--- src/rtl/access_event_logger.sv ---
// access_event_logger
//
// Stamps each incoming access request (user_id, resource_id) with a
// free-running cycle timestamp. Stamped events are buffered in a FIFO and
// offered on a valid/ready output stream. A downstream sink can drain them at
// its own pace. Requests that arrive while the FIFO is full, with no pop in the
// same cycle, are dropped and counted in a saturating counter.
//
// Optional feature (macro BURST_DETECT_EN): a tracker watches for runs of
// consecutive requests from the same user. Each event carries a burst bit,
// which is presented on out_burst together with the head event.
//
// Ports:
//   clk, rst            rising-edge clock; synchronous active-high reset
//   in_valid            request present (never back-pressured)
//   in_user_id          requesting user
//   in_resource_id      requested resource
//   out_valid           head event available (FIFO not empty)
//   out_ready           sink accepts head event
//   out_timestamp       timestamp of head event
//   out_user_id         user of head event
//   out_resource_id     resource of head event
//   fifo_level          occupancy, 0..DEPTH
//   drop_count          saturating count of events lost to overflow
//   out_burst           burst flag of head event (BURST_DETECT_EN only)

module access_event_logger #(
    parameter int USER_W       = 4,
    parameter int RES_W        = 4,
    parameter int TS_W         = 16,
    parameter int DEPTH        = 8,
    parameter int DROP_W       = 8,
    parameter int BURST_THRESH = 4
) (
    input  logic                       clk,
    input  logic                       rst,
    input  logic                       in_valid,
    input  logic [USER_W-1:0]          in_user_id,
    input  logic [RES_W-1:0]           in_resource_id,
    output logic                       out_valid,
    input  logic                       out_ready,
    output logic [TS_W-1:0]            out_timestamp,
    output logic [USER_W-1:0]          out_user_id,
    output logic [RES_W-1:0]           out_resource_id,
    output logic [$clog2(DEPTH):0]     fifo_level,
`ifdef BURST_DETECT_EN
    output logic [DROP_W-1:0]          drop_count,
    output logic                       out_burst
`else
    output logic [DROP_W-1:0]          drop_count
`endif
);

    localparam int PTR_W = $clog2(DEPTH);
    localparam int LVL_W = PTR_W + 1;
`ifdef BURST_DETECT_EN
    localparam int FLAG_W = 1;
`else
    localparam int FLAG_W = 0;
`endif
    // Entry layout, MSB to LSB: timestamp, user, resource, optional burst flag
    localparam int ENTRY_W = TS_W + USER_W + RES_W + FLAG_W;
    localparam logic [LVL_W-1:0] FULL_LVL = LVL_W'(DEPTH);

    logic [TS_W-1:0]    ts_q, ts_d;
    logic [PTR_W-1:0]   wr_ptr_q, wr_ptr_d;
    logic [PTR_W-1:0]   rd_ptr_q, rd_ptr_d;
    logic [LVL_W-1:0]   level_q, level_d;
    logic [DROP_W-1:0]  drop_q, drop_d;
    logic [ENTRY_W-1:0] mem_q [DEPTH];
    logic [ENTRY_W-1:0] mem_d [DEPTH];
    logic [ENTRY_W-1:0] entry_in;
    logic [ENTRY_W-1:0] head;
    logic               push, pop, drop;

    // A full FIFO still accepts when the head leaves in the same cycle.
    assign pop  = (level_q != '0) && out_ready;
    assign push = in_valid && ((level_q != FULL_LVL) || pop);
    assign drop = in_valid && !push;

`ifdef BURST_DETECT_EN
    localparam int RUN_W = $clog2(BURST_THRESH + 1);
    localparam logic [RUN_W-1:0] THRESH_R = RUN_W'(BURST_THRESH);

    logic [USER_W-1:0] last_user_q, last_user_d;
    logic              last_valid_q, last_valid_d;
    logic [RUN_W-1:0]  run_q, run_d;
    logic [RUN_W-1:0]  run_next;
    logic              burst_bit;

    // Every request moves the tracker, including dropped ones; idle cycles
    // leave it alone so a run survives gaps in the request stream.
    always_comb begin
        if (last_valid_q && (in_user_id == last_user_q)) begin
            run_next = (run_q == THRESH_R) ? run_q : run_q + RUN_W'(1);
        end else begin
            run_next = RUN_W'(1);
        end
        burst_bit    = (run_next >= THRESH_R);
        last_user_d  = last_user_q;
        last_valid_d = last_valid_q;
        run_d        = run_q;
        if (in_valid) begin
            last_user_d  = in_user_id;
            last_valid_d = 1'b1;
            run_d        = run_next;
        end
    end

    assign entry_in  = {ts_q, in_user_id, in_resource_id, burst_bit};
    assign out_burst = head[0];
`else
    assign entry_in = {ts_q, in_user_id, in_resource_id};
`endif

    always_comb begin
        ts_d     = ts_q + TS_W'(1);
        wr_ptr_d = push ? wr_ptr_q + PTR_W'(1) : wr_ptr_q;
        rd_ptr_d = pop  ? rd_ptr_q + PTR_W'(1) : rd_ptr_q;
        level_d  = level_q + LVL_W'(push) - LVL_W'(pop);
        drop_d   = (drop && (drop_q != '1)) ? drop_q + DROP_W'(1) : drop_q;
    end

    // Storage is reset so the head outputs read zero straight after reset.
    genvar gi;
    generate
        for (gi = 0; gi < DEPTH; gi++) begin : g_entry
            assign mem_d[gi] = (push && (wr_ptr_q == PTR_W'(gi))) ? entry_in : mem_q[gi];

            always_ff @(posedge clk) begin
                if (rst) begin
                    mem_q[gi] <= '0;
                end else begin
                    mem_q[gi] <= mem_d[gi];
                end
            end
        end
    endgenerate

    always_ff @(posedge clk) begin
        if (rst) begin
            ts_q     <= '0;
            wr_ptr_q <= '0;
            rd_ptr_q <= '0;
            level_q  <= '0;
            drop_q   <= '0;
        end else begin
            ts_q     <= ts_d;
            wr_ptr_q <= wr_ptr_d;
            rd_ptr_q <= rd_ptr_d;
            level_q  <= level_d;
            drop_q   <= drop_d;
        end
    end

`ifdef BURST_DETECT_EN
    always_ff @(posedge clk) begin
        if (rst) begin
            last_user_q  <= '0;
            last_valid_q <= 1'b0;
            run_q        <= '0;
        end else begin
            last_user_q  <= last_user_d;
            last_valid_q <= last_valid_d;
            run_q        <= run_d;
        end
    end
`endif

    assign head            = mem_q[rd_ptr_q];
    assign out_valid       = (level_q != '0);
    assign out_resource_id = head[FLAG_W +: RES_W];
    assign out_user_id     = head[FLAG_W + RES_W +: USER_W];
    assign out_timestamp   = head[FLAG_W + RES_W + USER_W +: TS_W];
    assign fifo_level      = level_q;
    assign drop_count      = drop_q;

endmodule
--- config.mk ---
export PLATFORM = sky130hd
export DESIGN_NAME = access_event_logger
export DESIGN_NICKNAME = d
export VERILOG_FILES = /design/src/rtl/access_event_logger.sv
export SDC_FILE = /design/constraint.sdc
export NUM_CORES = 1
export LEC_CHECK = 0
export ABC_AREA = 0
export ABC_CLOCK_PERIOD_IN_PS = 4550
export BUFFER_PORTS_ARGS = -buffer_cell sky130_fd_sc_hd__buf_2
export CAP_MARGIN = 20
export CORE_MARGIN = 5
export CORE_UTILIZATION = 33
export DETAILED_ROUTE_END_ITERATION = 16
export GPL_ROUTABILITY_DRIVEN = 0
export REMOVE_ABC_BUFFERS = 1
export SETUP_SLACK_MARGIN = 0.5
export SLEW_MARGIN = 20
export SYNTH_ARGS = -nofsm -noshare
export SYNTH_HDL_FRONTEND = slang
export SYNTH_SLANG_ARGS = --single-unit
--- constraint.sdc ---
create_clock -name clk -period 4.55 [get_ports clk]
set_input_delay 1.1375 -clock clk [delete_from_list [all_inputs] [get_ports clk]]
set_output_delay 1.1375 -clock clk [all_outputs]
set_load 0.02 [all_outputs]
# Word level (Yosys, flattened, before mapping)
# Memory sizes are Yosys's and may differ from the RTL's. A register that Yosys moved wholly into a read port is not among the register bits.
# Index checks and enable logic that the tools add are counted.
# classes
add_sub_neg	6
bitwise	8
n_reduce_logical	24
n_mux	21
eq_ne	17
# op_table
op	count
$mux W24	16
$add A16 B1 Y16 const B	1
$reduce_and A2 Y1	8
$eq A3 B3 Y1 const B	4
$logic_and A1 B1 Y1	12
$add A8 B1 Y8 const B	1
$ne A1 B1 Y1 const B	8
$ne A8 B8 Y1 const B	1
$or A1 B1 Y1	8
$add A3 B1 Y3 const B	2
$eq A3 B2 Y1 const B	2
$mux W3	2
$add A4 B1 Y4	1
$ne A4 B4 Y1 const B	1
$reduce_bool A4 Y1	1
$sub A4 B1 Y4	1
$eq A3 B1 Y1 const B	1
$logic_not A3 Y1	1
$mux W1	3
$logic_not A1 Y1	1
$logic_or A1 B1 Y1	1
# totals
inputBits	12
ramBits	192
register_bits	34
out_inout_bits	37
elab_cells	82
n_memories	1
# memory_table
memory	words	width	read_ports	rd_ports_with_merged_regs	write_ports	line_no	text
mem_q	8	24	1	1	8	70	logic [ENTRY_W-1:0] mem_q [DEPTH];

# Longest topological paths before layout
# Gate-level depths: netlist of the first run.
# logic_depth
word_depth	8
depth_mapped	11
mapped_depth_nobuf	10

# Least setup slack after synthesis of the first run
# No wires, ideal clock.
# synth_timing
kind	input to register
start	in out_ready
end	mem mem_q[0][0] in the netlist's numbering (enable)
setup_ps	380
t_required_ps	4170
arrival_ps	2441
path_buffers	0
path_stages	4
path_slack_ps	1730
cell_sequence	nand2b_2 -> a31oi_2 -> and2_1 -> a21o_1
# synth_lines
element	line_no	text
start: declaration	41	input logic out_ready,
end: declaration	70	

==> results of run 1 <==
report_power, final:
group,switching [mW],total (mW),internal [mW]
Clock,0.813,1.93,1.12
Sequential,0.174,2.63,2.46
Combinational,0.735,1.34,0.604
Total,1.72,5.90,4.18
metal layers:
layer | part of all wire, % | up-vias
li1 | - | 2860
met1 | 44 | 3176
met2 | 46 | 234
met3 | 7.0 | 46
met4 | 2.2 | 0
met5 | 0 | -
sequential cells by signal, indices dropped and copies added, names as in the netlist, named ones only:
signal,flops
wr_ptr_q,3
mem_q,192
ts_q,16
fifo_level,4
drop_count,8
rd_ptr_q,3
worst max path at each step:
stage,endpoint,slack [ns],depth (start not counted)
after floorplan,out_resource_id[0],0.36,2
after global placement,out_timestamp[12],1.35,4
final,out_timestamp[15],0.86,4
after detailed placement,out_timestamp[12],1.31,4
after global routing,out_timestamp[12],0.71,4
after CTS,out_timestamp[12],0.76,4
area by class of cell:
class | count | area [um2]
fill | 2934 | 18900
clock inverter | 12 | 91.3
multi-input combinational | 464 | 3410
tap | 396 | 495
clock buffer | 33 | 687
timing repair buffer | 66 | 438
sequential | 229 | 6510
inverter | 15 | 56.3
metrics by stage:
step	cell area, um2	util (%)	power, mW	setup WS (ns)
2_1_floorplan	9970	-	3.57	0.358
3_3_place_gp	10900	35.7	4.03	1.35
3_5_place_dp	10900	35.7	4.05	1.31
4_1_cts	11700	38.2	5.98	0.758
5_1_grt	11700	38.2	6.16	0.708
6_report	11700	38.2	5.90	0.862
cell usage in the layout, fill, tap and decap left out, drive strengths merged, types with 3 or more instances in the layout:
master / synthesis / final
o21ai: 4 / 4
mux2: 24 / 24
ha: 14 / 14
xor2: 6 / 6
nor4: 3 / 3
clkinv: 1 / 11
nand2: 65 / 65
nand3: 15 / 15
nor3: 5 / 5
nand4: 5 / 5
nor2: 168 / 168
a21o: 4 / 4
and3: 53 / 53
mux4: 48 / 48
a21oi: 8 / 8
buf: 22 / 66
clkbuf: 35 / 33
dfxtp: 37 / 37
edfxtp: 192 / 192
inv: 14 / 15
xnor2: 12 / 12
or3: 3 / 3
worst max-delay path, cell delays in order (launching register included):
cell and delay, ns:
dfxtp_4 0.68, buf_12 0.32, mux4_2 0.55, mux2_2 0.28, buf_2 0.16
cell families (layout without fill, tap and decap cells):
family	after synthesis	in the layout
compound gates	28	28
xor+xnor	18	18
fa+ha+maj	15	15
buf+inv	72	126
flops	229	229
mux	74	74
simple gates	329	329
==> impl_results.html, run 1 <==
<table>
<tr><th>Metric</th><th>Value</th></tr>
<tr><th colspan="2">Status</th></tr>
<tr><td>Run status</td><td>complete, no violations</td></tr>
<tr><th colspan="2">Global routing</th></tr>
<tr><td>Met2 usage in global routing</td><td>23.0%</td></tr>
<tr><td>Total track usage</td><td>14.5%</td></tr>
<tr><td>Most used routing layer</td><td>met2</td></tr>
<tr><td>Met3 capacity usage during global routing</td><td>2.47%</td></tr>
<tr><td>Largest net degree at the start of global routing</td><td>49</td></tr>
<tr><td>Global-route wire length before repair</td><td>38400 um</td></tr>
<tr><td>Global Route met1 Usage</td><td>21.0%</td></tr>
<tr><td>Number of global-route vias before repair</td><td>6395</td></tr>
<tr><td>Antenna violations before repair</td><td>0</td></tr>
<tr><td>Overall overflow remaining after global route</td><td>0</td></tr>
<tr><th colspan="2">Detailed routing</th></tr>
<tr><td>Number of detailed-route iterations in the first pass</td><td>5</td></tr>
<tr><td>Drt wl/cell</td><td>20.4 um</td></tr>
<tr><td>Routed wire length</td><td>24800 um</td></tr>
<tr><td>Antenna Nets Post-Route</td><td>0</td></tr>
<tr><td>First DRT Iteration DRCs</td><td>499</td></tr>
<tr><td>Routed via count</td><td>6316</td></tr>
<tr><td>Routed via count divided by cell count</td><td>5.20</td></tr>
<tr><td>Detailed-route DRC error count</td><td>0</td></tr>
<tr><th colspan="2">Synthesis</th></tr>
<tr><td>Area fraction of the dominant cell type after synthesis</td><td>56.3%</td></tr>
<tr><td>Combined area of all synthesized cells</td><td>10200 um2</td></tr>
<tr><td>Synth area leader</td><td>edfxtp_1</td></tr>
<tr><td>Share of flip-flops with an asynchronous set or reset</td><td>0%</td></tr>
<tr><td>Most area-consuming cells after synthesis</td><td>edfxtp_1, mux4_2, dfxtp_1, nor2_1, and3_1</td></tr>
<tr><td>Number of synthesized register bits</td><td>229</td></tr>
<tr><td>Syn. warnings</td><td>0</td></tr>
<tr><td>Count of mapped cells out of synthesis</td><td>765</td></tr>
<tr><td>Main combinational cell family by area after synthesis</td><td>simple AND/OR/NAND/NOR gates</td></tr>
<tr><td>Synth Area in Compound Gates</td><td>2.04%</td></tr>
<tr><td>Unique masters post-synth</td><td>45</td></tr>
<tr><td>EDFF count, synth</td><td>192</td></tr>
<tr><td>Synth Area in XOR/XNOR</td><td>1.54%</td></tr>
<tr><td>Most used standard cell by instance count after synthesis</td><td>edfxtp_1</td></tr>
<tr><td>Synth Area in Adders</td><td>1.91%</td></tr>
<tr><td>Fraction of synthesized area in multiplexers</td><td>13.4%</td></tr>
<tr><td>Share of the yosys chip area belonging to registers</td><td>63.6%</td></tr>
<tr><td>Post-synth top flop</td><td>edfxtp_1</td></tr>
<tr><td>Top cells by instance count after synthesis</td><td>edfxtp_1, nor2_1, nand2_1, and3_1, mux4_2</td></tr>
<tr><td>Area share of and/or/nand/nor cells after synthesis</td><td>14.4%</td></tr>
<tr><td>Mean Syn Cell Area</td><td>13.4 um2</td></tr>
<tr><th colspan="2">Clocking</th></tr>
<tr><td>Root buffer cell</td><td>clkbuf_16</td></tr>
<tr><td>Hold buffer count at cts</td><td>0</td></tr>
<tr><td>Post-CTS sizing</td><td>0</td></tr>
<tr><td>CTS sink cnt</td><td>229</td></tr>
<tr><td>CTS Buf Count</td><td>25</td></tr>
<tr><td>Longest Clk Path Bufs</td><td>3</td></tr>
<tr><td>Post-CTS setup buffers</td><td>0</td></tr>
<tr><td>Register clock-pin slew on the reported worst setup and hold paths</td><td>0.06 ns</td></tr>
<tr><td>Clock tree from TritonCTS</td><td>done</td></tr>
<tr><td>Number of levels the H-tree was split into</td><td>1</td></tr>
<tr><td>Source-to-sink clock delay at the later pin of the worst-skew pair</td><td>0.52 ns</td></tr>
<tr><th colspan="2">STA</th></tr>
<tr><td>Post-Route Setup TNS</td><td>0 ns</td></tr>
<tr><td>Number of failing setup endpoints in the final timing report</td><td>0</td></tr>
<tr><td>Peak clock frequency supported by timing</td><td>271 MHz</td></tr>
<tr><td>Tightest slew margin relative to the limit</td><td>28.4%</td></tr>
<tr><td>Unrepaired setup endpoints after global routing</td><td>false</td></tr>
<tr><td>Worst hold margin</td><td>0.485 ns</td></tr>
<tr><td>Period Utilization, post-route</td><td>81.1%</td></tr>
<tr><td>Final number of hold-violating endpoints</td><td>0</td></tr>
<tr><td>Pin slew with the least headroom to its limit</td><td>1.07 ns</td></tr>
<tr><td>Max-slew violation count</td><td>0</td></tr>
<tr><td>Final Skew</td><td>0.0169 ns</td></tr>
<tr><td>Min Tclk post-route</td><td>3.69 ns</td></tr>
<tr><th colspan="2">Power</th></tr>
<tr><td>Peak VDD IR</td><td>0.297 mV</td></tr>
<tr><td>Leakage power figure</td><td>4.24 nW</td></tr>
<tr><td>Power per standard cell area</td><td>505 nW/um2</td></tr>
<tr><th colspan="2">Critical path</th></tr>
<tr><td>Register-to-register setup slack</td><td>1.52 ns</td></tr>
<tr><td>Worst reg2reg path startpoint</td><td>wr_ptr_q[2]</td></tr>
<tr><td>Critical path start-end classification</td><td>reg2out</td></tr>
<tr><td>Endpoint class of the critical path</td><td>primary output</td></tr>
<tr><td>Data required time of the worst path</td><td>3.41 ns</td></tr>
<tr><td>Arrival time of the worst setup path</td><td>2.55 ns</td></tr>
<tr><td>Cell depth of the worst flop-to-flop path</td><td>5</td></tr>
<tr><td>Type of origin of the critical path</td><td>flip-flop</td></tr>
<tr><td>Terminus of the critical flop-to-flop path</td><td>mem_q[3][11]</td></tr>
<tr><td>Critical-path maximum fanout</td><td>27</td></tr>
<tr><th colspan="2">Finish</th></tr>
<tr><td>Antenna cell count</td><td>0</td></tr>
<tr><td>Total number of nets in the final design</td><td>828</td></tr>
<tr><td>Synthesis-to-layout area growth</td><td>14.2%</td></tr>
<tr><td>Proportion of layout cells with a drive suffix above 1</td><td>22.7%</td></tr>
<tr><td>Non-filler instance count after layout</td><td>1215</td></tr>
<tr><th colspan="2">Die</th></tr>
<tr><td>Floorplan die area</td><td>34600 um2</td></tr>
<tr><td>Number of I/O pins</td><td>49</td></tr>
<tr><td>Die Width</td><td>186 um</td></tr>
<tr><td>Vertical extent of the die</td><td>186 um</td></tr>
<tr><td>Area of the core</td><td>30600 um2</td></tr>
<tr><td>Starting utilization of the core area</td><td>33.5%</td></tr>
<tr><td>Number of core rows</td><td>64</td></tr>
<tr><th colspan="2">Min path</th></tr>
<tr><td>Hold wc startpoint</td><td>rd_ptr_q[1]</td></tr>
<tr><td>Hold-critical path depth</td><td>2</td></tr>
<tr><td>Hold WC Path Type</td><td>reg2reg</td></tr>
<tr><th colspan="2">Place</th></tr>
<tr><td>Port bufs</td><td>48</td></tr>
<tr><td>Post-Place Cells</td><td>1170</td></tr>
<tr><td>DP HPWL</td><td>13600 um</td></tr>
<tr><th colspan="2">Flow run</th></tr>
<tr><td>Number of violations of the max-capacitance limit</td><td>0</td></tr>
</table>
Power figures use the tool's default switching activity.
==> run 2: changes to the inputs <==
- ABC_CLOCK_PERIOD_IN_PS: 4550 -> 3700
- clock period: 4.55 -> 3.7 ns (I/O delays scaled with it)
==> run 2 against run 1 <==
Hold slack got worse by 0.016 ns. Critical path type unchanged. Die area unchanged. Largest cell class unchanged. Non-clock buffer count increased by 11. Largest power group unchanged.
==> impl_results.html, run 2 (synthesis gave the netlist of run 1 again) <==
<table>
<tr><th>Metric</th><th>Value</th></tr>
<tr><th colspan="2">Status</th></tr>
<tr><td>Run status</td><td>complete, no violations (unchanged)</td></tr>
<tr><th colspan="2">Detailed routing</th></tr>
<tr><td>Routed via count</td><td>6214 (was 6316)</td></tr>
<tr><td>Detailed-route DRC error count</td><td>0 (unchanged)</td></tr>
<tr><td>First DRT Iteration DRCs</td><td>434 (was 499)</td></tr>
<tr><td>Routed wire length</td><td>24000 um (was 24800 um)</td></tr>
<tr><td>Number of detailed-route iterations in the first pass</td><td>4 (was 5)</td></tr>
<tr><td>Antenna Nets Post-Route</td><td>0 (unchanged)</td></tr>
<tr><td>Routed via count divided by cell count</td><td>5.06 (was 5.20)</td></tr>
<tr><td>Drt wl/cell</td><td>19.5 um (was 20.4 um)</td></tr>
<tr><th colspan="2">Finish</th></tr>
<tr><td>Most frequent standard cell in the layout excluding fill and tap cells</td><td>edfxtp_1 (unchanged)</td></tr>
<tr><td>Proportion of layout cells with a drive suffix above 1</td><td>23.4% (was 22.7%)</td></tr>
<tr><td>Total number of nets in the final design</td><td>840 (was 828)</td></tr>
<tr><td>Antenna cell count</td><td>0 (unchanged)</td></tr>
<tr><td>Most frequent cells in the layout</td><td>edfxtp_1, nor2_1, nand2_1, and3_1 (unchanged)</td></tr>
<tr><td>Biggest register</td><td>mem_q (unchanged)</td></tr>
<tr><td>Flip-flop count of the largest register, all copies and words added</td><td>192 (unchanged)</td></tr>
<tr><td>Synthesis-to-layout area growth</td><td>14.8% (was 14.2%)</td></tr>
<tr><td>Area of all placed cells without fillers</td><td>11800 um2 (was 11700 um2)</td></tr>
<tr><th colspan="2">STA</th></tr>
<tr><td>Final Skew</td><td>0.0102 ns (was 0.0169 ns)</td></tr>
<tr><td>Post-Route Setup TNS</td><td>0 ns (unchanged)</td></tr>
<tr><td>Final number of hold-violating endpoints</td><td>0 (unchanged)</td></tr>
<tr><td>Min Tclk post-route</td><td>3.09 ns</td></tr>
<tr><td>Period Utilization, post-route</td><td>83.5%</td></tr>
<tr><td>Number of failing setup endpoints in the final timing report</td><td>0 (unchanged)</td></tr>
<tr><td>Peak clock frequency supported by timing</td><td>324 MHz</td></tr>
<tr><td>Pin slew with the least headroom to its limit</td><td>0.695 ns (was 1.07 ns)</td></tr>
<tr><td>Unrepaired setup endpoints after global routing</td><td>false (unchanged)</td></tr>
<tr><td>Tightest slew margin relative to the limit</td><td>53.7% (was 28.4%)</td></tr>
<tr><td>Max-slew violation count</td><td>0 (unchanged)</td></tr>
<tr><th colspan="2">Die</th></tr>
<tr><td>Vertical extent of the die</td><td>186 um (unchanged)</td></tr>
<tr><td>Floorplan die area</td><td>34600 um2 (unchanged)</td></tr>
<tr><td>Area of the core</td><td>30600 um2 (unchanged)</td></tr>
<tr><td>Die Width</td><td>186 um (unchanged)</td></tr>
<tr><td>Number of core rows</td><td>64 (unchanged)</td></tr>
<tr><td>Number of I/O pins</td><td>49 (unchanged)</td></tr>
<tr><td>Starting utilization of the core area</td><td>33.5% (unchanged)</td></tr>
<tr><th colspan="2">Min path</th></tr>
<tr><td>Hold WC Path Type</td><td>reg2reg (unchanged)</td></tr>
<tr><td>Hold wc startpoint</td><td>rd_ptr_q[1] (unchanged)</td></tr>
<tr><td>Hold-critical path depth</td><td>2 (unchanged)</td></tr>
<tr><th colspan="2">Clocking</th></tr>
<tr><td>Register clock-pin slew on the reported worst setup and hold paths</td><td>0.06 ns (about the same)</td></tr>
<tr><td>Longest Clk Path Bufs</td><td>3 (unchanged)</td></tr>
<tr><td>CTS sink cnt</td><td>229 (unchanged)</td></tr>
<tr><td>Source-to-sink clock delay at the later pin of the worst-skew pair</td><td>0.53 ns (was 0.52 ns)</td></tr>
<tr><td>Number of levels the H-tree was split into</td><td>1 (unchanged)</td></tr>
<tr><td>Clock tree from TritonCTS</td><td>done (unchanged)</td></tr>
<tr><td>Root buffer cell</td><td>clkbuf_16 (unchanged)</td></tr>
<tr><td>Hold buffer count at cts</td><td>0 (unchanged)</td></tr>
<tr><td>CTS Buf Count</td><td>26 (was 25)</td></tr>
<tr><th colspan="2">Critical path</th></tr>
<tr><td>Data required time of the worst path</td><td>2.77 ns (was 3.41 ns)</td></tr>
<tr><td>Endpoint class of the critical path</td><td>primary output (unchanged)</td></tr>
<tr><td>Critical-path maximum fanout</td><td>20 (was 27)</td></tr>
<tr><td>Worst reg2reg path startpoint</td><td>fifo_level[2] (was wr_ptr_q[2])</td></tr>
<tr><td>Type of origin of the critical path</td><td>flip-flop (unchanged)</td></tr>
<tr><td>Terminus of the critical flop-to-flop path</td><td>fifo_level[2] (was mem_q[3][11])</td></tr>
<tr><td>Register-to-register setup slack</td><td>1.38 ns (was 1.52 ns)</td></tr>
<tr><td>Critical path start-end classification</td><td>reg2out (unchanged)</td></tr>
<tr><td>Cell depth of the worst flop-to-flop path</td><td>10 (was 5)</td></tr>
<tr><td>Arrival time of the worst setup path</td><td>2.16 ns (was 2.55 ns)</td></tr>
<tr><th colspan="2">Global routing</th></tr>
<tr><td>Antenna violations before repair</td><td>0 (unchanged)</td></tr>
<tr><td>Number of global-route vias before repair</td><td>6472 (was 6395)</td></tr>
<tr><td>Overall overflow remaining after global route</td><td>0 (unchanged)</td></tr>
<tr><td>Global-route wire length before repair</td><td>37200 um (was 38400 um)</td></tr>
<tr><td>Total track usage</td><td>14.0% (was 14.5%)</td></tr>
<tr><td>Largest net degree at the start of global routing</td><td>49 (unchanged)</td></tr>
<tr><th colspan="2">Power</th></tr>
<tr><td>Peak VDD IR</td><td>0.363 mV (was 0.297 mV)</td></tr>
<tr><td>Power per standard cell area</td><td>620 nW/um2 (was 505 nW/um2)</td></tr>
<tr><td>Leakage power figure</td><td>4.28 nW (was 4.24 nW)</td></tr>
<tr><th colspan="2">Place</th></tr>
<tr><td>Total cell area at the placement stage</td><td>10900 um2 (about the same)</td></tr>
<tr><td>Port bufs</td><td>48 (unchanged)</td></tr>
<tr><td>DP HPWL</td><td>13400 um (was 13600 um)</td></tr>
<tr><th colspan="2">Flow run</th></tr>
<tr><td>Number of violations of the max-capacitance limit</td><td>0 (unchanged)</td></tr>
</table>
run 2: repair_timing:
action | in CTS | in global routing
endpoints found under the setup margin | 19 | 5
gates resized for setup | 1 | 1
pin swaps | 0 | 0
setup buffers | 4 | 0
run 2: worst max-delay path by stage:
stage / start / cells after the start / to
detailed placement: flip-flop / 4 / out_timestamp[10]
floorplan: flip-flop / 2 / out_resource_id[0]
CTS: flip-flop / 4 / out_timestamp[10]
global route: flip-flop / 4 / out_timestamp[6]
global placement: flip-flop / 4 / out_timestamp[8]
finish: flip-flop / 4 / out_timestamp[7]
run 2: area by class of cell:
cell class              count  area [um2]
clock buffers              33         677
flip-flops and latches    229        6510
inverters                  15        56.3
multi-input cells         464        3410
well taps                 396         495
clock inverters            14         105
fillers                  2903       18800
repair buffers             77         494
run 2: through the flow:
step / total power [mW] / utilization, % / cells / setup slack, ns / hold slack, ns
2_1_floorplan: 4.39 / - / 708 / -0.280 / 0.447
3_3_place_gp: 4.94 / 35.7 / 1177 / 0.831 / 0.473
3_5_place_dp: 4.96 / 35.7 / 1177 / 0.808 / 0.466
4_1_cts: 7.39 / 38.4 / 1228 / 0.549 / 0.472
5_1_grt: 7.63 / 38.4 / 1228 / 0.505 / 0.510
6_report: 7.28 / 38.4 / 1228 / 0.612 / 0.469
run 2: worst max-delay path, cell delays in order, from the launching register on:
cell,delay (ns)
dfxtp_4,0.44
buf_12,0.23
mux4_2,0.52
mux2_2,0.29
buf_2,0.16
run 2: metal layers:
layer | vias up | GRT usage, % | share of wire [%] | wire length (um)
li1 | 2886 | - | - | -
met1 | 3105 | 18.7 | 43 | 10300
met2 | 193 | 24.3 | 49 | 11800
met3 | 30 | 2.41 | 6.2 | 1480
met4 | 0 | 2.71 | 1.5 | 369
met5 | - | 0 | 0 | 0
run 2: where the power goes:
group	leakage, nW	switching, mW	internal [mW]
clock network	0.381	1.01	1.36
registers	2.30	0.123	3.02
logic	1.60	0.975	0.790
total	4.28	2.11	5.18
